[config.mk]
export PLATFORM = sky130hd
export DESIGN_NAME = apb_master_arbiter_flat
export DESIGN_NICKNAME = d
export VERILOG_FILES = /design/src/rtl/apb_ctrl_pkg.sv /design/src/rtl/apb_master_arbiter_if.sv /design/src/rtl/apb_rr_arb2.sv /design/src/rtl/apb_master_arbiter.sv /design/src/flat_wrapper.sv
export SDC_FILE = /design/constraint.sdc
export NUM_CORES = 1
export LEC_CHECK = 0
export BUFFER_PORTS_ARGS = -buffer_cell sky130_fd_sc_hd__buf_2
export CORE_ASPECT_RATIO = 1.5
export CORE_MARGIN = 4
export CORE_UTILIZATION = 44
export DETAILED_ROUTE_END_ITERATION = 16
export PLACE_DENSITY = 0.77
export SLEW_MARGIN = 20
export SYNTH_ARGS = -nofsm -noshare
export SYNTH_HDL_FRONTEND = slang
export SYNTH_SLANG_ARGS = --single-unit
[constraint.sdc]
create_clock -name PCLK -period 3.25 [get_ports PCLK]
set_clock_uncertainty 0.1 [all_clocks]
set_input_delay 0.8125 -clock PCLK [delete_from_list [all_inputs] [get_ports PCLK]]
set_output_delay 0.8125 -clock PCLK [all_outputs]
set_load 0.1 [all_outputs]
[src/rtl/apb_ctrl_pkg.sv]
// Shared types and constants for the APB master arbiter.
// Holds the FSM state encoding, PSEL one-hot codes and the default memory map.
package apb_ctrl_pkg;

    typedef enum logic [1:0] {
        ST_IDLE,
        ST_SETUP,
        ST_ACCESS,
        ST_ACK
    } state_e;

    localparam logic [1:0] PSEL_NONE = 2'b00;
    localparam logic [1:0] PSEL_GPIO = 2'b01;
    localparam logic [1:0] PSEL_UART = 2'b10;

    localparam logic [31:0] DEF_GPIO_BASE   = 32'h0000_0000;
    localparam logic [31:0] DEF_UART_BASE   = 32'h0000_1000;
    localparam logic [31:0] DEF_REGION_MASK = 32'hFFFF_F000;

    function automatic logic [1:0] decode_psel(
        input logic [31:0] addr,
        input logic [31:0] mask,
        input logic [31:0] gpio_base,
        input logic [31:0] uart_base
    );
        if ((addr & mask) == gpio_base) return PSEL_GPIO;
        if ((addr & mask) == uart_base) return PSEL_UART;
        return PSEL_NONE;
    endfunction

endpackage

[src/rtl/apb_master_arbiter_if.sv]
// APB bus bundle between the master arbiter and the peripheral slaves.
// The master modport drives address/control; the slave modport answers.
interface apb_master_arbiter_if;

    logic [31:0] PADDR;
    logic [31:0] PWDATA;
    logic        PWRITE;
    logic [1:0]  PSEL;
    logic        PENABLE;
    logic [2:0]  PPROT;
    logic [31:0] PRDATA;
    logic        PREADY;
    logic        PSLVERR;

    modport master (
        output PADDR, PWDATA, PWRITE, PSEL, PENABLE, PPROT,
        input  PRDATA, PREADY, PSLVERR
    );

    modport slave (
        input  PADDR, PWDATA, PWRITE, PSEL, PENABLE, PPROT,
        output PRDATA, PREADY, PSLVERR
    );

endinterface

[src/rtl/apb_rr_arb2.sv]
// Two-way round-robin arbiter with a registered last-grant pointer.
// last_o also names the current owner while a transfer is in flight.
module apb_rr_arb2 (
    input  logic       clk_i,
    input  logic       rst_i,
    input  logic [1:0] req_i,
    input  logic       adv_i,
    output logic [1:0] gnt_o,
    output logic       last_o
);

    logic last_q;
    logic last_d;

    always_comb begin
        gnt_o = req_i;
        if (req_i == 2'b11) begin
            gnt_o = last_q ? 2'b01 : 2'b10;
        end
    end

    always_comb begin
        last_d = last_q;
        if (adv_i && (|req_i)) begin
            last_d = gnt_o[1];
        end
    end

    // Reset to requester 1 so requester 0 wins the first contention.
    always_ff @(posedge clk_i) begin
        if (rst_i) begin
            last_q <= 1'b1;
        end else begin
            last_q <= last_d;
        end
    end

    assign last_o = last_q;

endmodule

[src/rtl/apb_master_arbiter.sv]
// Sole APB master: round-robin between two requesters, address decode,
// SETUP/ACCESS sequencing and a PREADY timeout.
module apb_master_arbiter
    import apb_ctrl_pkg::*;
#(
    parameter logic [31:0] GPIO_BASE      = DEF_GPIO_BASE,
    parameter logic [31:0] UART_BASE      = DEF_UART_BASE,
    parameter logic [31:0] REGION_MASK    = DEF_REGION_MASK,
    parameter int unsigned TIMEOUT_CYCLES = 16,
    parameter logic [2:0]  P0_PROT        = 3'b001,
    parameter logic [2:0]  P1_PROT        = 3'b000
) (
    input  logic        PCLK,
    input  logic        PRESET,
    input  logic        req0_valid,
    input  logic        req0_write,
    input  logic [31:0] req0_addr,
    input  logic [31:0] req0_wdata,
    output logic        req0_ack,
    input  logic        req1_valid,
    input  logic        req1_write,
    input  logic [31:0] req1_addr,
    input  logic [31:0] req1_wdata,
    output logic        req1_ack,
    output logic [31:0] rsp_rdata,
    output logic        rsp_err,
    output logic        busy,
    apb_master_arbiter_if.master apb
);

    state_e      state_q;
    logic [31:0] wait_q;
    logic [31:0] paddr_q;
    logic [31:0] pwdata_q;
    logic        pwrite_q;
    logic [1:0]  psel_q;
    logic        penable_q;
    logic [2:0]  pprot_q;
    logic [31:0] rdata_q;
    logic        err_q;
    logic        ack0_q;
    logic        ack1_q;
    logic        busy_q;

    logic [1:0]  gnt;
    logic        owner;
    logic        adv;
    logic [31:0] sel_addr;
    logic [31:0] sel_wdata;
    logic        sel_write;
    logic [1:0]  sel_psel;
    logic        timed_out;

    assign adv = (state_q == ST_IDLE) && (req0_valid || req1_valid);

    apb_rr_arb2 u_arb (
        .clk_i  (PCLK),
        .rst_i  (PRESET),
        .req_i  ({req1_valid, req0_valid}),
        .adv_i  (adv),
        .gnt_o  (gnt),
        .last_o (owner)
    );

    assign sel_addr  = gnt[1] ? req1_addr  : req0_addr;
    assign sel_wdata = gnt[1] ? req1_wdata : req0_wdata;
    assign sel_write = gnt[1] ? req1_write : req0_write;
    assign sel_psel  = decode_psel(sel_addr, REGION_MASK,
                                   GPIO_BASE, UART_BASE);

    // wait_q counts stalled ACCESS cycles already seen.
    assign timed_out = (TIMEOUT_CYCLES != 0) &&
                       ((wait_q + 32'd1) == TIMEOUT_CYCLES);

    always_ff @(posedge PCLK) begin
        if (PRESET) begin
            state_q   <= ST_IDLE;
            wait_q    <= '0;
            paddr_q   <= '0;
            pwdata_q  <= '0;
            pwrite_q  <= 1'b0;
            psel_q    <= PSEL_NONE;
            penable_q <= 1'b0;
            pprot_q   <= '0;
            rdata_q   <= '0;
            err_q     <= 1'b0;
            ack0_q    <= 1'b0;
            ack1_q    <= 1'b0;
            busy_q    <= 1'b0;
        end else begin
            ack0_q <= 1'b0;
            ack1_q <= 1'b0;
            unique case (state_q)
                ST_IDLE: begin
                    if (adv) begin
                        paddr_q  <= sel_addr;
                        pwdata_q <= sel_wdata;
                        pwrite_q <= sel_write;
                        pprot_q  <= gnt[1] ? P1_PROT : P0_PROT;
                        wait_q   <= '0;
                        busy_q   <= 1'b1;
                        if (sel_psel != PSEL_NONE) begin
                            psel_q    <= sel_psel;
                            penable_q <= 1'b0;
                            state_q   <= ST_SETUP;
                        end else begin
                            rdata_q <= '0;
                            err_q   <= 1'b1;
                            ack0_q  <= gnt[0];
                            ack1_q  <= gnt[1];
                            state_q <= ST_ACK;
                        end
                    end
                end
                ST_SETUP: begin
                    penable_q <= 1'b1;
                    state_q   <= ST_ACCESS;
                end
                ST_ACCESS: begin
                    if (apb.PREADY) begin
                        rdata_q   <= pwrite_q ? '0 : apb.PRDATA;
                        err_q     <= apb.PSLVERR;
                        psel_q    <= PSEL_NONE;
                        penable_q <= 1'b0;
                        ack0_q    <= ~owner;
                        ack1_q    <= owner;
                        state_q   <= ST_ACK;
                    end else if (timed_out) begin
                        rdata_q   <= '0;
                        err_q     <= 1'b1;
                        psel_q    <= PSEL_NONE;
                        penable_q <= 1'b0;
                        ack0_q    <= ~owner;
                        ack1_q    <= owner;
                        state_q   <= ST_ACK;
                    end else begin
                        wait_q <= wait_q + 32'd1;
                    end
                end
                ST_ACK: begin
                    busy_q  <= 1'b0;
                    state_q <= ST_IDLE;
                end
            endcase
        end
    end

    assign apb.PADDR   = paddr_q;
    assign apb.PWDATA  = pwdata_q;
    assign apb.PWRITE  = pwrite_q;
    assign apb.PSEL    = psel_q;
    assign apb.PENABLE = penable_q;
    assign apb.PPROT   = pprot_q;
    assign req0_ack    = ack0_q;
    assign req1_ack    = ack1_q;
    assign rsp_rdata   = rdata_q;
    assign rsp_err     = err_q;
    assign busy        = busy_q;

endmodule

[src/flat_wrapper.sv]
// flat-port wrapper written by rule: the top's interface ports become plain ports
module apb_master_arbiter_flat import apb_ctrl_pkg::*;
#(
    parameter logic [31:0] GPIO_BASE      = DEF_GPIO_BASE,
    parameter logic [31:0] UART_BASE      = DEF_UART_BASE,
    parameter logic [31:0] REGION_MASK    = DEF_REGION_MASK,
    parameter int unsigned TIMEOUT_CYCLES = 16,
    parameter logic [2:0]  P0_PROT        = 3'b001,
    parameter logic [2:0]  P1_PROT        = 3'b000
)
  (PCLK, PRESET, req0_valid, req0_write, req0_addr, req0_wdata, req0_ack, req1_valid, req1_write, req1_addr, req1_wdata, req1_ack, rsp_rdata, rsp_err, busy, apb_PADDR, apb_PWDATA, apb_PWRITE, apb_PSEL, apb_PENABLE, apb_PPROT, apb_PRDATA, apb_PREADY, apb_PSLVERR);
  apb_master_arbiter_if apb_i ();
  input  logic PCLK;
  input  logic PRESET;
  input  logic req0_valid;
  input  logic req0_write;
  input  logic [31:0] req0_addr;
  input  logic [31:0] req0_wdata;
  output logic req0_ack;
  input  logic req1_valid;
  input  logic req1_write;
  input  logic [31:0] req1_addr;
  input  logic [31:0] req1_wdata;
  output logic req1_ack;
  output logic [31:0] rsp_rdata;
  output logic rsp_err;
  output logic busy;
  output wire logic [$bits(apb_i.PADDR)-1:0] apb_PADDR;
  output wire logic [$bits(apb_i.PWDATA)-1:0] apb_PWDATA;
  output wire logic [$bits(apb_i.PWRITE)-1:0] apb_PWRITE;
  output wire logic [$bits(apb_i.PSEL)-1:0] apb_PSEL;
  output wire logic [$bits(apb_i.PENABLE)-1:0] apb_PENABLE;
  output wire logic [$bits(apb_i.PPROT)-1:0] apb_PPROT;
  input wire logic [$bits(apb_i.PRDATA)-1:0] apb_PRDATA;
  input wire logic [$bits(apb_i.PREADY)-1:0] apb_PREADY;
  input wire logic [$bits(apb_i.PSLVERR)-1:0] apb_PSLVERR;
  assign apb_PADDR = apb_i.PADDR;
  assign apb_PWDATA = apb_i.PWDATA;
  assign apb_PWRITE = apb_i.PWRITE;
  assign apb_PSEL = apb_i.PSEL;
  assign apb_PENABLE = apb_i.PENABLE;
  assign apb_PPROT = apb_i.PPROT;
  assign apb_i.PRDATA = apb_PRDATA;
  assign apb_i.PREADY = apb_PREADY;
  assign apb_i.PSLVERR = apb_PSLVERR;
  apb_master_arbiter #(.GPIO_BASE(GPIO_BASE), .UART_BASE(UART_BASE), .REGION_MASK(REGION_MASK), .TIMEOUT_CYCLES(TIMEOUT_CYCLES), .P0_PROT(P0_PROT), .P1_PROT(P1_PROT)) u_core (.PCLK(PCLK), .PRESET(PRESET), .req0_valid(req0_valid), .req0_write(req0_write), .req0_addr(req0_addr), .req0_wdata(req0_wdata), .req0_ack(req0_ack), .req1_valid(req1_valid), .req1_write(req1_write), .req1_addr(req1_addr), .req1_wdata(req1_wdata), .req1_ack(req1_ack), .rsp_rdata(rsp_rdata), .rsp_err(rsp_err), .busy(busy), .apb(apb_i));
endmodule
# Word level (Yosys, flattened, before mapping)
# Cells that the tools add are included.
dict set report op_classes {
  addsub 1
  eq_ne 12
  muxes 55
  bitwise 1
  n_reduce_logical 17
}
# operator n
set ops {}
lappend ops {{$mux W32} 10}
lappend ops {{$pmux W32 S2} 2}
lappend ops {{$add A32 B1 Y32 const B} 1}
lappend ops {{$eq A32 B5 Y1 const B} 1}
lappend ops {{$logic_not A32 Y1} 1}
lappend ops {{$mux W2} 14}
lappend ops {{$mux W1} 22}
lappend ops {{$eq A20 B1 Y1 const B} 1}
lappend ops {{$reduce_and A4 Y1} 4}
lappend ops {{$ne A2 B2 Y1 const B} 5}
lappend ops {{$pmux W1 S2} 4}
lappend ops {{$pmux W2 S4} 1}
lappend ops {{$eq A2 B2 Y1 const B} 3}
lappend ops {{$reduce_and A2 Y1} 3}
lappend ops {{$reduce_bool A2 Y1} 3}
lappend ops {{$pmux W2 S2} 1}
lappend ops {{$ne A3 B2 Y1 const B} 1}
lappend ops {{$pmux W1 S3} 1}
lappend ops {{$reduce_bool A3 Y1} 1}
lappend ops {{$eq A2 B1 Y1 const B} 1}
lappend ops {{$logic_and A1 B1 Y1} 2}
lappend ops {{$logic_not A2 Y1} 1}
lappend ops {{$reduce_or A2 Y1} 1}
lappend ops {{$logic_or A1 B1 Y1} 1}
lappend ops {{$not A1 Y1} 1}
dict set report word_totals {
  regBits 142
  input_bits 168
  out_inout_bits 107
  word_cells 100
}

# Logic depth before layout (Yosys ltp)
# Gate-level depths: netlist (run 1).
dict set report logic_depth {
  depth_word 12
  depth_mapped 13
  mapped_depth_nobuf 10
}

# Cells and area by module
# From an unflattened synthesis (run 1), not the netlist that was laid out.
dict set report hier_totals {
  cells_unflattened 765
  area_unflattened_um2 6865.3
}
# mod instances cells_per_inst area_each_um2 seq_area_each_um2
set by_module_without_submodules {}
lappend by_module_without_submodules {apb_master_arbiter 1 758 6804.0 2782.7}
lappend by_module_without_submodules {apb_rr_arb2 1 7 61.3 20.0}

# Worst setup path before layout (run 1)
# OpenSTA, ideal clock, no wires.
dict set report synth_timing {
  path_type {reg-to-reg}
  startpoint {register u_core.wait_q[0]}
  endpoint {register u_core.rdata_q[0] (netlist: u_core.rsp_rdata[0])}
  setup_time_ns 0.068
  arrival_ns 3.050
  required_time_ns 3.082
  slack_ns 0.032
  stages_incl_launch_ff 14
  cell_sequence {dfxtp_1 ha_1 buf_2 nand3_2 nor4_2 nand3_1 or3_4 a2111oi_4 nand4_2 a211oi_2 buf_6 buf_6 nand3_2 o21ai_2}
}
dict set report synth_via {
  elab_chain_cells 4
}
# item line
set synth_lines {}
lappend synth_lines {{start: declaration} apb_master_arbiter.sv:32} ;# logic [31:0] wait_q;
lappend synth_lines {{start signal: assignment} apb_master_arbiter.sv:137} ;# wait_q <= wait_q + 32'd1;
lappend synth_lines {{$add A32 B1 Y32} apb_master_arbiter.sv:73} ;# ((wait_q + 32'd1) == TIMEOUT_CYCLES);
lappend synth_lines {{$eq A32 B5 Y1} apb_master_arbiter.sv:73}
lappend synth_lines {{$ne A3 B2 Y1 (no source line)} n/a}
lappend synth_lines {{$reduce_and A4 Y1 (no source line)} n/a}
lappend synth_lines {{end signal: assignment} apb_master_arbiter.sv:121} ;# rdata_q <= pwrite_q ? '0 : apb.PRDATA;
lappend synth_lines {{end: declaration} apb_master_arbiter.sv:39} ;# logic [31:0] rdata_q;
# Every way passes these cells.
# A chain may end at the register's enable or synchronous reset.

# Final worst setup path (run 1)
dict set report layout_timing {
  startpoint {register u_core.wait_q[1]}
  endpoint {register u_core.rdata_q[18] (netlist: u_core.rsp_rdata[18])}
}
# Same word-level chain as after synthesis.

==> results of run 1 <==
worst paths after layout:
kind	startpoint	end	slack (ns)	cells after the start
worst max register to register	u_core.wait_q[1]	u_core.rsp_rdata[18]	0.09	12
worst min register to register	u_core.rsp_rdata[21]	u_core.rsp_rdata[21]	0.37	2
worst max-delay path	u_core.wait_q[1]	u_core.rsp_rdata[18]	0.09	12
worst min-delay path	u_core.rsp_rdata[21]	u_core.rsp_rdata[21]	0.37	2
final cells by class:
class,instances,share of cell area
repair buffers,344,0.2128
multi-input cells,542,0.4002
clock buffers,19,0.04662
clock inverters,13,0.01383
inverters,11,0.004346
well taps,199,0.02620
flip-flops and latches,140,0.2960
synthesized netlist by cell type (16+ instances only):
cell        n
a211oi_1   23
a21oi_1    17
a222oi_1   45
clkbuf_1   41
dfxtp_1   140
mux2i_1    21
nand2_1    43
nand2b_1   38
nand3_1    21
nand3_2    29
nor2_1     91
nor3_1     16
o21ai_2    28
o31ai_1    24
cells in the final DEF (no fill, tap or decap), types with 5 or more instances in the layout:
master | netlist | final
nor4_1 | 15 | 15
ha_1 | 6 | 5
a222oi_1 | 45 | 45
a211oi_1 | 23 | 21
o211ai_1 | 12 | 12
a31oi_1 | 6 | 6
o31ai_1 | 24 | 24
o21ai_0 | 15 | 15
nand2_1 | 43 | 43
nand4_1 | 13 | 13
nand3_1 | 21 | 20
buf_2 | 11 | 271
a21oi_1 | 17 | 16
o21ai_2 | 28 | 28
inv_1 | 11 | 11
and2_1 | 7 | 7
mux2i_1 | 21 | 21
dfxtp_1 | 140 | 136
xnor2_1 | 7 | 7
buf_4 | 5 | 64
nor3_1 | 16 | 15
clkbuf_16 | 0 | 20
nand3_2 | 29 | 29
nor2_1 | 91 | 90
nand2b_1 | 38 | 38
power breakdown:
| group | internal (mW) | switching [mW] |
|---|---|---|
| clock network | 1.09 | 0.784 |
| logic | 1.14 | 3.60 |
| registers | 2.03 | 0.181 |
| total | 4.26 | 4.57 |
through the flow:
stage                     setup TNS, ns    util  cell area, sq um
after floorplan                       0       -              6852
after global placement                0  0.5697              8665
after detailed placement        -0.6758  0.5697              8665
after CTS                             0  0.6127              9318
after global routing            -0.7150  0.6248              9502
final                                 0  0.6248              9502
logic make-up after synthesis:
family / Yosys count
AND/OR/NAND/NOR: 302
AO/OA/AOI/OAI: 200
flip-flops: 140
buffers and inverters: 79
multiplexers: 21
XOR/XNOR: 11
adder cells (fa/ha/maj): 6
other: 1
repair_timing:
item,in CTS,in global routing
endpoints found under the setup margin,27,42
resized for setup,9,19
pin swaps,1,8
setup buffers,2,3
gates cloned,1,3
critical path, stage by stage, from the launching register on:
cell	delay [ns]
dfxtp_4	0.36
buf_4	0.13
nand4_4	0.13
or4_4	0.61
nor3b_2	0.22
a31oi_1	0.16
a2111oi_4	0.38
nand4_4	0.18
a211oi_4	0.29
buf_6	0.19
clkbuf_16	0.19
nand3_2	0.09
o21ai_2	0.07
layer usage:
metal	up-vias	global-route usage	wire length [um]
li1	3449	-	-
met1	3426	0.2779	8262
met2	325	0.4475	12030
met3	63	0.05066	1487
met4	0	0.1168	863
met5	-	0	0
flip-flops by register name (all words and copies together), names as in the netlist:
name,cells
u_core.apb.PWRITE,1
u_core.busy,1
u_core.apb.PWDATA,32
u_core.wait_q,32
u_core.rsp_rdata,32
u_core.apb.PSEL,2
u_core.apb.PPROT,1
u_core.apb.PADDR,32
u_core.rsp_err,1
u_core.state_q,2
u_core.req0_ack,1
u_core.u_arb.last_o,1
u_core.req1_ack,1
u_core.apb.PENABLE,1
==> results.py, run 1 <==
metrics = {
    "run_status": {
        "status": "finished clean",
    },
    "yosys": {
        "synth-xor-area-share": 0.01407,
        "synth.ff_latch_count": 140,
        "synth_top_family_by_area": "simple AND/OR/NAND/NOR gates",
        "synthDistinctLibCells": 64,
        "synth_compound_gate_area_share": 0.2333,
        "avgSynthCellArea_sq_um": 9.010,
        "synth_top_cells_by_area": "dfxtp_1, a222oi_1, nor2_1, nand3_2, o21ai_2",
        "yosys.area.top_type_share": 0.4093,
        "synthMuxAreaShare": 0.03070,
        "synth_top_cell_by_area": "dfxtp_1",
        "synth_simple_gate_area_share": 0.2456,
        "synth_warnings": 0,
        "syn_inst": 760,
        "async_reset_ff_frac": 0,
        "ys_seq_area_frac": 0.4093,
        "synth_area_sq_mm": 0.006848,
        "synth-edff-count": 0,
        "synthAdderAreaFrac": 0.01096,
        "ys.flop_type": "dfxtp_1",
    },
    "sta": {
        "slew_violations": 0,
        "finalHoldViolCount": 0,
        "maxSlewHeadroom": 0.3616,
        "worst_slew_pin_slew_ns": 0.9576,
        "hold-worst-slack_ns": 0.3705,
        "setup_viol": 0,
        "post-route-period-util": 0.9728,
        "fmax_mhz": 316.3,
        "fin_crit_ns": 3.162,
        "worst_slack_ns": 0.08848,
    },
    "routing": {
        "drt_first_pass_iters": 8,
        "num_vias": 7263,
        "wl_per_cell_um": 17.86,
        "wl_um": 22640,
        "via_per_inst": 5.728,
        "drt_iter0_drc": 603,
        "drc_errors": 0,
        "antenna_left": 0,
    },
    "cts": {
        "clk_latency_ns": 0.42,
        "numCtsBuffers": 17,
        "clock-sinks": 140,
        "cts_tree": "done",
        "cts_buffer_depth": 2,
        "cts_root_buf": "clkbuf_16",
        "ctsHoldBuffers": 0,
        "cts_max_level": 4,
        "clkTransAtPathRegs_ns": 0.06,
    },
    "die": {
        "rows": 55,
        "die-area_sq_mm": 0.01766,
        "io_pins": 275,
        "initial_core_util": 0.4503,
        "core_sq_mm": 0.01521,
        "dieWidth_um": 109.9,
        "die_h_um": 160.8,
    },
    "worst_setup_path": {
        "critPathKind": "register to register",
        "start_kind": "register",
        "cp_data_required_time_ns": 3.50,
        "cp.arrival_ns": 3.42,
        "end_kind": "register",
        "cp_max_fo": 12,
    },
    "power": {
        "p_leak_nw": 4.111,
        "power_mw": 8.831,
        "p_per_area_mw_per_mm2": 929.4,
        "vdd_drop_max_uv": 719.4,
    },
    "place": {
        "pre_cts_slack_ns": -0.05156,
        "io_buffers": 272,
        "dp_hpwl_um": 16370,
        "placedCellCount": 1227,
        "gp_congestion": 0.9706,
    },
    "finish": {
        "fillers": 1310,
        "drive_gt1_frac": 0.4331,
        "stdcell_count": 1268,
        "syn_to_final_growth_pct": 38.75,
        "antenna_cells": 0,
        "nets": 1230,
        "multiInputGateArea_sq_mm": 0.003802,
        "regArea_sq_mm": 0.002813,
    },
    "grt": {
        "gr-total-overflow": 0,
        "grt_max_degree": 100,
        "grt_pass1_vias": 7210,
        "grt_pass1_wl_um": 35710,
        "grt_util_all_layers": 0.2509,
        "antenna_found_initial": 0,
    },
    "worst_hold_path": {
        "min_path_type": "register to register",
    },
    "flow_run": {
        "cap_viol_max_count": 0,
    },
}
Note: power is estimated with default switching activity, not from simulation.
==> inputs of run 2 (changes only) <==
--- a/config.mk
+++ b/config.mk
@@ -11,6 +11,7 @@
 export CORE_UTILIZATION = 44
 export DETAILED_ROUTE_END_ITERATION = 16
 export PLACE_DENSITY = 0.77
+export RECOVER_POWER = 100
 export SLEW_MARGIN = 20
 export SYNTH_ARGS = -nofsm -noshare
 export SYNTH_HDL_FRONTEND = slang
==> run 2 against run 1 <==
  * Worst setup slack gained 0.011 ns
  * Sequential share of layout area is 0.48 points higher
  * Critical path depth stayed put
  * Design area fell by 1.6%
  * Non-clock buffer count is the same
  * Wire length is 0.20% lower
  * Global-route usage is the same
  * Total power decreased by 1.0%
  * Register-to-register slack about the same
  * Sequential power is essentially flat
  * Final cell count unchanged
  * Flip-flop and latch count unchanged
==> results.py, run 2 (same netlist as run 1, synthesis figures left out) <==
metrics = {
    "grt": {
        "grt_pass1_vias": 7210,
        "met1_usage": 0.2779,
        "grt_util_all_layers": 0.2509,
        "grt_max_degree": 100,
        "use_met2": 0.4475,
        "gr-total-overflow": 0,
        "grt.busiest_layer": "met2",
        "antenna_found_initial": 0,
        "met3_usage": 0.05066,
        "grt_pass1_wl_um": 35710,
    },
    "sta": {
        "setup_viol": 0,
        "slew_violations": 0,
        "fin_tns_setup_ns": 0,
        "fmax_mhz": 317.4,
        "fin_crit_ns": 3.151,
        "post-route-period-util": 0.9695,
        "maxSlewHeadroom": 0.1548,
        "worst_slew_pin_slew_ns": 1.273,
        "finalHoldViolCount": 0,
        "hold-worst-slack_ns": 0.3730,
    },
    "worst_setup_path": {
        "start_kind": "register",
        "cp_max_fo": 12,
        "cp.arrival_ns": 3.41,
        "critPathKind": "register to register",
        "end_kind": "register",
        "cp_data_required_time_ns": 3.51,
    },
    "die": {
        "rows": 55,
        "die_h_um": 160.8,
        "dieWidth_um": 109.9,
        "die-area_sq_mm": 0.01766,
        "core_sq_mm": 0.01521,
        "initial_core_util": 0.4503,
        "io_pins": 275,
    },
    "routing": {
        "drc_errors": 0,
        "wl_um": 22600,
        "drt_iter0_drc": 605,
        "drt_first_pass_iters": 10,
        "antenna_left": 0,
        "num_vias": 7259,
        "wl_per_cell_um": 17.82,
        "via_per_inst": 5.725,
    },
    "power": {
        "p_per_area_mw_per_mm2": 934.8,
        "vdd_drop_max_uv": 713.5,
        "p_leak_nw": 3.675,
    },
    "finish": {
        "design_area_sq_mm": 0.009351,
        "antenna_cells": 0,
        "fin_util": 0.6149,
        "nets": 1230,
        "syn_to_final_growth_pct": 36.56,
        "multiInputGateArea_sq_mm": 0.003799,
        "final_common_cell": "buf_2",
        "drive_gt1_frac": 0.3321,
        "layout_common_cells": "buf_2, dfxtp_1, clkbuf_1",
        "regArea_sq_mm": 0.002813,
        "fillers": 1367,
    },
    "place": {
        "dp_hpwl_um": 16370,
        "gp_congestion": 0.9706,
        "placed_cell_area_sq_mm": 0.008665,
        "io_buffers": 272,
    },
    "cts": {
        "numCtsBuffers": 17,
        "clock-sinks": 140,
        "cts_tree": "done",
        "clkTransAtPathRegs_ns": 0.06,
        "cts_buffer_depth": 2,
        "cts_max_level": 4,
        "cts_root_buf": "clkbuf_16",
        "ctsHoldBuffers": 0,
        "clk_latency_ns": 0.42,
    },
    "worst_hold_path": {
        "min_path_type": "register to register",
    },
    "flow_run": {
        "cap_viol_max_count": 0,
    },
    "run_status": {
        "status": "finished clean",
    },
}
[run 2: cell types whose count changed in the layout (fill, tap and decap cells not counted), sizes merged]
cell    change
buf       -111
clkbuf    +111
[run 2: where the power goes]
group	switching, mW	internal (mW)	total (mW)
Combinational	3.60	1.05	4.65
Sequential	0.188	2.03	2.22
Clock	0.785	1.09	1.88
[run 2: path summary, 6_finish.rpt]
kind,slack [ns],end,from,cells after the start
max reg2reg,0.1,u_core.rsp_rdata[18],u_core.wait_q[0],12
min,0.37,u_core.apb.PSEL[1],u_core.apb.PSEL[1],2
max,0.1,u_core.rsp_rdata[18],u_core.wait_q[0],12
min reg2reg,0.37,u_core.apb.PSEL[1],u_core.apb.PSEL[1],2
[run 2: worst max-delay path, stage by stage, from the launching register on]
cell and delay (ns):
dfxtp_4 0.37, buf_6 0.11, nand4_4 0.14, or4_4 0.61, nor3b_2 0.22, a31oi_1 0.16
a2111oi_4 0.38, nand4_4 0.18, a211oi_4 0.29, buf_6 0.19, clkbuf_16 0.19, nand3_2 0.09
o21ai_2 0.07
[run 2: cell type report]
type	instances	share of cell area
clock buffer	19	0.04736
clock inverter	13	0.01405
inverter	11	0.004415
multi-input combinational	542	0.4062
sequential	140	0.3008
tap	199	0.02663
timing repair buffer	344	0.2006
[run 2: repair_timing]
item / in CTS / in global routing
setup endpoints to repair: 27 / 42
pin swaps: 1 / 8
resized for setup: 9 / 19
gates cloned: 1 / 3
setup buffers: 2 / 3
[run 2: through the flow]
step                      worst slack (ns)  cells  total power, mW
after floorplan                    0.03157    761            5.818
final                              0.09906   1268            8.742
after global placement             0.02315   1227            6.571
after CTS                         0.009099   1262            8.626
after detailed placement          -0.05156   1227            6.610
after global routing              -0.04892   1268            9.126
[run 2: per-layer routing]
layer,part of all wire,wire length (um)
met5,0,0
met3,0.062,1407
met4,0.037,841
met1,0.37,8322
met2,0.53,12030
==> inputs of run 3 (changes only) <==
--- a/config.mk
+++ b/config.mk
@@ -5,6 +5,7 @@
 export SDC_FILE = /design/constraint.sdc
 export NUM_CORES = 1
 export LEC_CHECK = 0
+export ABC_CLOCK_PERIOD_IN_PS = 3250
 export BUFFER_PORTS_ARGS = -buffer_cell sky130_fd_sc_hd__buf_2
 export CORE_ASPECT_RATIO = 1.5
 export CORE_MARGIN = 4
@@ -12,6 +13,7 @@
 export DETAILED_ROUTE_END_ITERATION = 16
 export PLACE_DENSITY = 0.77
 export RECOVER_POWER = 100
+export SKIP_CTS_REPAIR_TIMING = 1
 export SLEW_MARGIN = 20
 export SYNTH_ARGS = -nofsm -noshare
 export SYNTH_HDL_FRONTEND = slang
==> constraint.sdc (replaced) <==
create_clock -name PCLK -period 3.25 [get_ports PCLK]
set_clock_uncertainty 0.1 [all_clocks]
set_input_delay 0.65 -clock PCLK [delete_from_list [all_inputs] [get_ports PCLK]]
set_output_delay 0.65 -clock PCLK [all_outputs]
set_load 0.1 [all_outputs]
==> run 3 against run 2 <==
  * The run now ends with capacitance limit, slew limit, setup timing left
  * Sequential power is essentially flat
  * Via count grew 0.28%
  * Critical path depth grew 1
  * Flip-flop and latch count is the same
  * Clock-buffer cell count shrank 1
  * Non-clock buffer count grew 4
  * Utilization grew 0.12 points
  * Final cell count grew 0.32%
  * Largest cell class unchanged
  * Largest power group unchanged
==> results.py, run 3 (same netlist as run 1, synthesis figures left out) <==
metrics = {
    "run_status": {
        "status": "finished, violations left",
        "violations": "capacitance limit, slew limit, setup timing",
    },
    "place": {
        "gp_congestion": 0.9409,
        "dp_hpwl_um": 16570,
        "placed_cell_area_sq_mm": 0.008665,
        "io_buffers": 272,
        "placedCellCount": 1227,
        "pre_cts_slack_ns": -0.1450,
    },
    "worst_setup_path": {
        "cp_data_required_time_ns": 3.50,
        "critPathMaxStageDelay_ns": 0.60,
        "reg2reg_slack_ns": -0.02,
        "path_cells": "buf_6 > nand4_4 > or4_4 > xor2_2 > nand3_1 > a2111oi_2 > buf_4 > nand4_4 > a211oi_4 > buf_6 > buf_8 > nand3_2 > o21ai_2",
        "cp_top_family": "simple AND/OR/NAND/NOR gates",
        "critPathKind": "register to register",
        "crit_buf_inv": 4,
        "cp.arrival_ns": 3.52,
        "cp_max_fo": 12,
        "end_kind": "register",
        "start_kind": "register",
        "slowest_stage": "or4_4",
    },
    "routing": {
        "drt_first_pass_iters": 10,
        "drt_iter0_drc": 553,
        "wl_um": 22810,
        "antenna_left": 0,
        "drc_errors": 0,
        "wl_per_cell_um": 17.93,
        "via_per_inst": 5.722,
        "num_vias": 7279,
    },
    "sta": {
        "finalHoldViolCount": 0,
        "setup_viol": 2,
        "fmax_mhz": 306.0,
        "maxSlewHeadroom": -0.07840,
        "fin_crit_ns": 3.268,
        "fin_tns_setup_ns": -0.02958,
        "rsz0062_at_grt": "yes",
        "post-route-period-util": 1.006,
        "slew_violations": 43,
        "worst_slack_ns": -0.01842,
        "worst_slew_pin_slew_ns": 1.618,
    },
    "finish": {
        "layout_common_cells": "buf_2, dfxtp_1, clkbuf_1",
        "multiInputGateArea_sq_mm": 0.003806,
        "drive_gt1_frac": 0.3411,
        "nets": 1234,
        "syn_to_final_growth_pct": 36.82,
        "fillers": 1346,
        "final_common_cell": "buf_2",
        "regArea_sq_mm": 0.002814,
        "design_area_sq_mm": 0.009369,
        "antenna_cells": 0,
        "stdcell_count": 1272,
    },
    "cts": {
        "clock-sinks": 140,
        "cts_max_level": 4,
        "clk_latency_ns": 0.42,
        "cts_buffer_depth": 2,
        "clkTransAtPathRegs_ns": 0.07,
        "numCtsBuffers": 17,
        "cts_tree": "done",
        "cts_root_buf": "clkbuf_16",
    },
    "grt": {
        "grt_max_degree": 72,
        "grt_util_all_layers": 0.2470,
        "grt_pass1_vias": 7310,
        "gr-total-overflow": 0,
        "grt_pass1_wl_um": 34960,
        "antenna_found_initial": 0,
    },
    "die": {
        "initial_core_util": 0.4503,
        "io_pins": 275,
        "die_h_um": 160.8,
        "core_sq_mm": 0.01521,
        "dieWidth_um": 109.9,
        "rows": 55,
        "die-area_sq_mm": 0.01766,
    },
    "worst_hold_path": {
        "min_path_type": "input port to register",
    },
    "power": {
        "p_leak_nw": 3.667,
        "vdd_drop_max_uv": 816.6,
        "p_per_area_mw_per_mm2": 920.7,
    },
    "flow_run": {
        "cap_viol_max_count": 1,
    },
}
-- run 3: cell count changes in the layout (fill, tap and decap cells not counted), sizes merged --
| cell | delta |
|---|---|
| clkinv | -2 |
| clkinvlp | +1 |
| buf | +8 |
| bufinv | -1 |
| inv | +3 |
| clkbuf | -5 |
-- run 3: worst register-to-register path, cell delays in order (launching register included) --
cell and delay, ns:
dfxtp_2 0.34, buf_6 0.13, nand4_4 0.16, or4_4 0.60
xor2_2 0.20, nand3_1 0.12, a2111oi_2 0.35, buf_4 0.18
nand4_4 0.15, a211oi_4 0.32, buf_6 0.19, buf_8 0.18
nand3_2 0.12, o21ai_2 0.08
-- run 3: per-layer routing --
| layer | share of wire | GRT usage | up-vias |
|---|---|---|---|
| met5 | 0 | 0 | - |
| met4 | 0.043 | 0.1316 | 0 |
| met3 | 0.056 | 0.05669 | 72 |
| met2 | 0.53 | 0.4354 | 296 |
| met1 | 0.37 | 0.2665 | 3447 |
| li1 | - | - | 3464 |
-- run 3: path summary, 6_finish.rpt --
| kind | startpoint | to | cells after the start |
|---|---|---|---|
| worst max register to register | u_core.wait_q[0] | u_core.rsp_rdata[9] | 13 |
| worst min register to register | u_core.rsp_rdata[14] | u_core.rsp_rdata[14] | 2 |
| worst min-delay path | apb_PRDATA[25] | u_core.rsp_rdata[25] | 3 |
| worst max-delay path | u_core.wait_q[0] | u_core.rsp_rdata[9] | 13 |
-- run 3: report_power, final --
part           switching, mW  leakage [nW]  internal (mW)  total [mW]
combinational           3.59          2.25          0.979        4.57
clock                  0.818         0.269           1.02        1.84
sequential             0.180          1.15           2.03        2.21
-- run 3: area by class of cell --
type / count / share of cell area
tap: 199 / 0.02658
sequential: 140 / 0.3003
multi-input combinational: 542 / 0.4062
inverter: 11 / 0.004407
clock buffer: 18 / 0.04687
timing repair buffer: 348 / 0.2023
clock inverter: 14 / 0.01322
-- run 3: through the flow --
step	power (mW)	hold WS (ns)	utilization
finish	8.626	0.3497	0.6160
detailed placement	6.607	0.3595	0.5697
global route	9.003	0.3363	0.6160
global placement	6.566	0.3514	0.5697
floorplan	5.818	0.3630	-
CTS	8.464	0.3332	0.6067
